$ cat src/rtl/scanning_decoder_pkg.sv
// rtl/scanning_decoder_pkg.sv - shared types and sizing helpers for the scanning decoder
package decoder_pkg;

  // Operating mode as seen on the mode input and held in the stored-mode register.
  typedef enum logic {
    MODE_DIRECT = 1'b0,
    MODE_SCAN   = 1'b1
  } mode_e;

  // Prescaler width: wide enough to hold PRESCALE itself, so PRESCALE=1 still yields one bit.
  function automatic int presc_width(input int prescale);
    return $clog2(prescale + 1);
  endfunction

endpackage

$ cat src/rtl/scanning_decoder_if.sv
// rtl/scanning_decoder_if.sv - select/enable inputs and decoded outputs of the scanning decoder
interface scanning_decoder_if
  import decoder_pkg::*;
#(
  parameter int N     = 4,
  parameter int COUNT = 2 ** N
);

  logic             ena_i;
  mode_e            mode_i;
  logic [N-1:0]     in_i;
  logic [COUNT-1:0] out_o;
  logic [N-1:0]     index_o;
  logic             wrap_o;

  // Driver side: supplies enable, mode and select, observes the decoded result.
  modport master (
    output ena_i, mode_i, in_i,
    input  out_o, index_o, wrap_o
  );

  // Decoder side.
  modport slave (
    input  ena_i, mode_i, in_i,
    output out_o, index_o, wrap_o
  );

endinterface

$ cat src/rtl/scanning_decoder_onehot.sv
// rtl/scanning_decoder_onehot.sv - combinational binary to one-hot decode with out-of-range flag
module binary_to_onehot #(
  parameter int N     = 4,
  parameter int COUNT = 2 ** N
) (
  input  logic [N-1:0]     bin_i,
  output logic [COUNT-1:0] onehot_o,
  output logic             oor_o
);

  // Only positions below COUNT exist; any other code leaves the word empty and raises oor_o.
  always_comb begin
    onehot_o = '0;
    oor_o    = 1'b1;
    for (int k = 0; k < COUNT; k++) begin
      if (bin_i == k[N-1:0]) begin
        onehot_o[k] = 1'b1;
        oor_o       = 1'b0;
      end
    end
  end

endmodule

$ cat src/rtl/scanning_decoder.sv
// rtl/scanning_decoder.sv - registered one-hot decoder with direct and prescaled scan modes
module scanning_decoder
  import decoder_pkg::*;
#(
  parameter int N        = 4,
  parameter int COUNT    = 2 ** N,
  parameter int PRESCALE = 1000
) (
  input logic          clk,
  input logic          rst,
  scanning_decoder_if.slave bus
);

  localparam int             PW         = presc_width(PRESCALE);
  localparam logic [PW-1:0]  PRESC_LAST = PW'(PRESCALE - 1);
  localparam logic [N-1:0]   INDEX_LAST = N'(COUNT - 1);

  mode_e            mode_q, mode_d;
  logic [PW-1:0]    presc_q, presc_d;
  logic [N-1:0]     index_q, index_d;
  logic [COUNT-1:0] out_q, out_d;
  logic             wrap_q, wrap_d;

  logic [N-1:0]     idx_cand;
  logic [COUNT-1:0] cand_onehot;
  logic             cand_oor;
  logic             mode_change;
  logic             presc_done;

  assign mode_change = (bus.mode_i != mode_q);
  assign presc_done  = (presc_q == PRESC_LAST);

  // State register: reset wins over everything else.
  always_ff @(posedge clk) begin
    if (rst) begin
      mode_q  <= MODE_DIRECT;
      presc_q <= '0;
      index_q <= '0;
      out_q   <= '0;
      wrap_q  <= 1'b0;
    end else begin
      mode_q  <= mode_d;
      presc_q <= presc_d;
      index_q <= index_d;
      out_q   <= out_d;
      wrap_q  <= wrap_d;
    end
  end

  // Next index candidate: a mode change restarts at 0 and beats a terminal count;
  // with ena low everything holds so a paused scan keeps its phase.
  always_comb begin
    mode_d   = mode_q;
    presc_d  = presc_q;
    idx_cand = index_q;
    wrap_d   = 1'b0;
    if (bus.ena_i) begin
      mode_d = bus.mode_i;
      if (mode_change) begin
        idx_cand = '0;
        presc_d  = '0;
      end else if (mode_q == MODE_DIRECT) begin
        idx_cand = bus.in_i;
        presc_d  = '0;
      end else if (presc_done) begin
        presc_d = '0;
        if (index_q == INDEX_LAST) begin
          idx_cand = '0;
          wrap_d   = 1'b1;
        end else begin
          idx_cand = index_q + 1'b1;
        end
      end else begin
        presc_d = presc_q + 1'b1;
      end
    end
  end

  binary_to_onehot #(
    .N     (N),
    .COUNT (COUNT)
  ) u_onehot (
    .bin_i    (idx_cand),
    .onehot_o (cand_onehot),
    .oor_o    (cand_oor)
  );

  // Output word follows the decoded candidate; an out-of-range select blanks out and keeps the old index.
  always_comb begin
    index_d = cand_oor ? index_q : idx_cand;
    out_d   = (bus.ena_i && !cand_oor) ? cand_onehot : '0;
  end

  assign bus.out_o   = out_q;
  assign bus.index_o = index_q;
  assign bus.wrap_o  = wrap_q;

endmodule

$ cat src/flat_wrapper.sv
// flat-port wrapper written by rule: the top's interface ports become plain ports
module scanning_decoder_flat import decoder_pkg::*;
#(
  parameter int N        = 4,
  parameter int COUNT    = 2 ** N,
  parameter int PRESCALE = 1000
)
  (clk, rst, bus_ena_i, bus_mode_i, bus_in_i, bus_out_o, bus_index_o, bus_wrap_o);
  scanning_decoder_if #(.N(N), .COUNT(COUNT)) bus_i ();
  input logic clk;
  input logic rst;
  input wire logic [$bits(bus_i.ena_i)-1:0] bus_ena_i;
  input wire logic [$bits(bus_i.mode_i)-1:0] bus_mode_i;
  input wire logic [$bits(bus_i.in_i)-1:0] bus_in_i;
  output wire logic [$bits(bus_i.out_o)-1:0] bus_out_o;
  output wire logic [$bits(bus_i.index_o)-1:0] bus_index_o;
  output wire logic [$bits(bus_i.wrap_o)-1:0] bus_wrap_o;
  assign bus_i.ena_i = bus_ena_i;
  assign bus_i.mode_i = bus_mode_i;
  assign bus_i.in_i = bus_in_i;
  assign bus_out_o = bus_i.out_o;
  assign bus_index_o = bus_i.index_o;
  assign bus_wrap_o = bus_i.wrap_o;
  scanning_decoder #(.N(N), .COUNT(COUNT), .PRESCALE(PRESCALE)) u_core (.clk(clk), .rst(rst), .bus(bus_i));
endmodule
$ cat config.mk
export PLATFORM = sky130hd
export DESIGN_NAME = scanning_decoder_flat
export DESIGN_NICKNAME = d
export VERILOG_FILES = /design/src/rtl/scanning_decoder_pkg.sv /design/src/rtl/scanning_decoder_if.sv /design/src/rtl/scanning_decoder_onehot.sv /design/src/rtl/scanning_decoder.sv /design/src/flat_wrapper.sv
export SDC_FILE = /design/constraint.sdc
export NUM_CORES = 1
export LEC_CHECK = 0
export CAP_MARGIN = 40
export CELL_PAD_IN_SITES_DETAIL_PLACEMENT = 0
export CELL_PAD_IN_SITES_GLOBAL_PLACEMENT = 1
export CORE_MARGIN = 2
export CORE_UTILIZATION = 41
export DETAILED_ROUTE_END_ITERATION = 8
export GPL_ROUTABILITY_DRIVEN = 0
export PLACE_DENSITY = 0.8
export SLEW_MARGIN = 20
export SYNTH_ARGS = -nofsm -noshare
export SYNTH_HDL_FRONTEND = slang
export SYNTH_HIERARCHICAL = 1
export SYNTH_SLANG_ARGS = --single-unit
$ cat constraint.sdc
create_clock -name clk -period 6.16 [get_ports clk]
set_input_delay 1.54 -clock clk [delete_from_list [all_inputs] [get_ports clk]]
set_output_delay 1.54 -clock clk [all_outputs]
set_load 0.05 [all_outputs]
Word-level counts from Yosys, hierarchy flattened --
Cells that the tools add are included.
Storage, ports and cells: input port bits 8, flip-flop bits (word level) 32, output and inout port bits 21
Operators by class: mux-type cells 41, bitwise operators 4, $add $sub $neg 2, reduce and logical (&&, ||, !) cells 5, eq/ne operators 18
Operator list (count):
- == test 4 bit, second input constant | 9
- two-way mux 1 bit | 33
- two-way mux 10 bit | 3
- two-way mux 4 bit | 5
- == test 4 x 3 -> 1 bit, second input constant | 4
- adder 10 x 1 -> 10 bit, second input constant | 1
- == test 10 bit, second input constant | 1
- == test 4 x 2 -> 1 bit, second input constant | 2
- OR reduction 5 bit | 1
- adder 4 x 1 -> 4 bit, second input constant | 1
- == test 4 x 1 -> 1 bit, second input constant | 1
- zero test 4 bit | 1
- inverter 1 bit | 4
- OR reduction 2 bit | 1
- logical AND 1 bit | 1
- zero test 1 bit | 1
- inequality test 1 bit | 1

Longest topological paths before layout --
word-level depth 27, gate-level depth with buffers 9, depth with buffers taken out 7

Cells and area by module --
The synthesis kept the hierarchy.
By module, submodules not included:
- scanning_decoder | area each 1305.0 µm², cells each 134, seq. area each 640.6 µm², instances 1
- binary_to_onehot | area each 287.8 µm², cells each 22, seq. area each 0.0 µm², instances 1

Least setup slack after synthesis --
No wires, ideal clock.
path type input -> register, start input bus_ena_i, end register u_core.out_q[1] (netlist: u_core/bus.out_o[1]), library setup time 0.060 ns, data arrival time 2.874 ns, stages on the path 6, buffers on the path 2, slack 3.226 ns, path through buf_1 > nor2_1 > a211oi_1 > buf_6 > nor4b_4 > and2_1
On the way: elaborated cells between the ends (all ways) 38
RTL lines:
- start: declaration | line flat_wrapper.sv:12 | input wire logic [$bits(bus_i.ena_i)-1:0] bus_ena_i;
- two-way mux 4 bit | line scanning_decoder.sv:57 | if (bus.ena_i) begin
- via u_core.idx_cand[0] | line scanning_decoder.sv:24 | logic [N-1:0] idx_cand;
- == test 4 x 1 -> 1 bit | line scanning_decoder_onehot.sv:16 | if (bin_i == k[N-1:0]) begin
- two-way mux 1 bit | line scanning_decoder_onehot.sv:16
- via u_core.cand_onehot[1] | line scanning_decoder.sv:25 | logic [COUNT-1:0] cand_onehot;
- end signal: assignment | line scanning_decoder.sv:45 | out_q <= out_d;
- end: declaration | line scanning_decoder.sv:21 | logic [COUNT-1:0] out_q, out_d;
The timed path passes the listed nets, and every way through them passes these cells. A chain may end at the register's enable or synchronous reset.

Worst setup path after layout --
start input bus_ena_i, end register u_core.out_q[10] (netlist: u_core/bus.out_o[10])
On the way: elaborated cells between the ends (all ways) 38
RTL lines (line):
- two-way mux 4 bit | scanning_decoder.sv:57
- via u_core.idx_cand[1] | scanning_decoder.sv:24
- == test 4 bit | scanning_decoder_onehot.sv:16
- two-way mux 1 bit | scanning_decoder_onehot.sv:16
- via u_core.cand_onehot[10] | scanning_decoder.sv:25
The timed path passes the listed nets, and every way through them passes these cells.

==> reports/metrics.yaml <==
floorplanning:
  die-area_mm2: 0.00440
  rows: 22
  fp.coreArea_mm2: 0.00369
  start_util_pct: 43.2
  die_w_um: 66.3
  io_pins: 29
  die_h_um: 66.3
clock_tree:
  clkLatencyLatePin_ns: 0.28
  holdBufCountCts: 0
  cts_resized: 0
  h-tree-depth: 2
  clockRootBuffer: "clkbuf_8"
  cts_setup_buffers: 0
  clk_path_buf_depth: 2
  cts_buffers: 5
  clkTransAtPathRegs_ns: 0.06
  cts_sinks: 32
  cts_tree: "yes"
timing:
  hold_viol_final: 0
  setup_violations: 0
  worst_pin_slew_ns: 0.654
  fin_crit_ns: 3.35
  drv_slew: 0
  slew_headroom_pct: 56.4
  clock_skew_ns: 0.00431
  rsz0062_at_grt: "false"
  holdWs_ns: 0.530
  finalCritPeriodShare_pct: 54.3
  fmax_mhz: 299
  setup-tns-final_ns: 0
worst_setup_path:
  cp.required_ns: 6.34
  worstPathMaxFanout: 16
  cp-end-kind: "flip-flop"
  crit_type: "in2reg"
  max_stage_delay_ns: 0.81
  crit_path_start_kind: "primary input"
  crit_arrival_ns: 3.52
  r2r_cells: 7
  worst_path_max_delay_cell: "clkdlybuf4s50_1"
  cp_cell_sequence: "clkdlybuf4s50_1, o21ai_0, a22o_1, and4bb_1, and2_1"
min_path:
  hold_path.class: "reg2reg"
  holdPathStages: 2
status:
  status: "complete, no violations"
global_route:
  grt_max_degree: 20
  grt-ovfl-total: 0
  gr-usage-all-layers_pct: 15.6
  grt_pass1_wl_um: 5130
  antenna_found_initial: 0
  grt_pass1_vias: 1140
finish:
  diodes: 0
  fill_cells: 331
  drive_above_1_share_pct: 11.8
  area_growth_pct: 26.1
  nets: 195
job:
  max_cap_viol_count: 0
detailed_routing:
  vias_per_cell: 5.41
  wl_per_cell_um: 13.1
  drt_first_pass_iters: 4
  post-route-drc-count: 0
  dr.first_iter.drc_count: 41
  drt-total-wl_um: 3060
  drtAntennaViolNets: 0
  num_vias: 1266
yosys:
  synth_cell_types: 42
  yosysWarnings: 6
  yosys_most_used_dff: "dfxtp_1"
  synth-async-reset-ratio_pct: 0
  syn_nets: 166
  synth_edf_count: 0
  ys_ff_latch: 32
  syn_inst: 156
  ys_seq_area_share_pct: 40.2
  syn-cell-area_mm2: 0.00159
  avgSynthCellArea_um2: 10.2
power_and_ir_drop:
  ir_worst_vdd_v: 0.000118
  leakage_nw: 0.766
  power_density_mw_per_mm2: 240
placement:
  portBuffers: 28
  dp_hpwl_um: 2150
==> cell families (layout without fill, tap and decap cells) <==
logic type,after synthesis,in the layout,share of synthesized area [%]
other,1,1,0.235
DFF,32,32,40.2
and+or+nand+nor,77,77,35.6
muxes,2,2,1.26
buffers and inverters,11,41,5.18
AOI/OAI and AO/OA,22,22,11.0
xor gates and xnor gates,9,9,4.95
adders and majority gates,2,2,1.57
==> state kept, by name, indices dropped and copies added, names as in the netlist <==
| register | count |
|---|---|
| u_core/bus.index_o | 4 |
| u_core/bus.out_o | 16 |
| u_core/presc_q | 10 |
| u_core/bus.wrap_o | 1 |
| u_core/mode_q | 1 |
==> cell usage after synthesis, types with 2 or more instances <==
| library cell | instances | share of area, % |
|---|---|---|
| dfxtp_1 | 32 | 40 |
| and2_1 | 18 | 7.1 |
| nor2_1 | 15 | 3.5 |
| nand2_1 | 6 | 1.4 |
| and4bb_1 | 5 | 3.9 |
| buf_6 | 5 | 3.5 |
| xnor2_1 | 5 | 2.7 |
| a32o_1 | 4 | 2.5 |
| and4b_1 | 4 | 2.5 |
| nand3_1 | 4 | 1.3 |
| nor4b_4 | 4 | 6.0 |
| xor2_1 | 4 | 2.2 |
| a31oi_1 | 3 | 1.2 |
| and3_1 | 3 | 1.2 |
| inv_1 | 3 | 0.71 |
| nand4_1 | 3 | 1.2 |
| nor3_1 | 3 | 0.94 |
| o21ai_0 | 3 | 0.94 |
| a211oi_1 | 2 | 0.94 |
| a22o_1 | 2 | 1.1 |
| a32o_2 | 2 | 1.4 |
| and4_1 | 2 | 1.1 |
| ha_1 | 2 | 1.6 |
| mux2i_1 | 2 | 1.3 |
| nand2b_1 | 2 | 0.79 |
| nor2b_1 | 2 | 0.79 |
==> metal layers <==
| metal | up-vias | routed length (um) | track usage, % |
|---|---|---|---|
| li1 | 626 | - | - |
| met1 | 570 | 1370 | 18.5 |
| met2 | 54 | 1410 | 25.0 |
| met3 | 16 | 195 | 4.77 |
| met4 | 0 | 85 | 8.16 |
| met5 | - | 0 | 0 |
==> critical path, delay by kind of cell <==
kind,cells,cell delay [ns]
AOI/OAI and AO/OA,2,0.73
buffers and inverters,1,0.81
and+or+nand+nor,2,0.43
==> stage by stage <==
stage	utilization [%]	setup WS (ns)	instances	power, W	instance area [um^2]
after global placement	50.6	2.35	224	0.000264	1870
after global routing	54.4	2.67	234	0.000502	2010
after detailed placement	50.8	2.51	225	0.000266	1870
final	54.4	2.81	234	0.000482	2010
after floorplan	-	3.23	156	0.000254	1590
after CTS	54.2	2.80	233	0.000488	2000
==> path summary, 6_finish.rpt <==
kind,startpoint,endpoint,slack (ns)
min reg2reg,u_core/presc_q[9],u_core/presc_q[9],0.53
min,u_core/presc_q[9],u_core/presc_q[9],0.53
max,bus_ena_i,u_core/bus.out_o[10],2.81
max reg2reg,u_core/presc_q[0],u_core/bus.out_o[3],3.62
==> placed cells by master (no fill, tap or decap), drive strengths merged, types with 5 or more instances in the layout <==
cell type | netlist | routed
nand2 | 6 | 6
and4bb | 6 | 6
nor2 | 15 | 15
and2 | 18 | 18
dfxtp | 32 | 32
clkdlybuf4s50 | 0 | 28
xnor2 | 5 | 5
a32o | 6 | 6
clkbuf | 1 | 7
==> power breakdown <==
part / switching, W / internal, W / leakage [nW]
clock: 0.0000774 / 0.000143 / 0.0645
sequential: 0.00000312 / 0.000210 / 0.259
combinational: 0.0000282 / 0.0000211 / 0.443
==> area by class of cell <==
type	count	area (um^2)	area share, %
Clock buffer	7	96.3	4.80
Clock inverter	1	30.0	1.50
Inverter	3	11.3	0.561
Multi-Input combinational cell	113	875	43.6
Sequential cell	32	641	31.9
Tap cell	48	60.1	2.99
Timing Repair Buffer	30	295	14.7
Note: power is estimated with default switching activity, not from simulation.
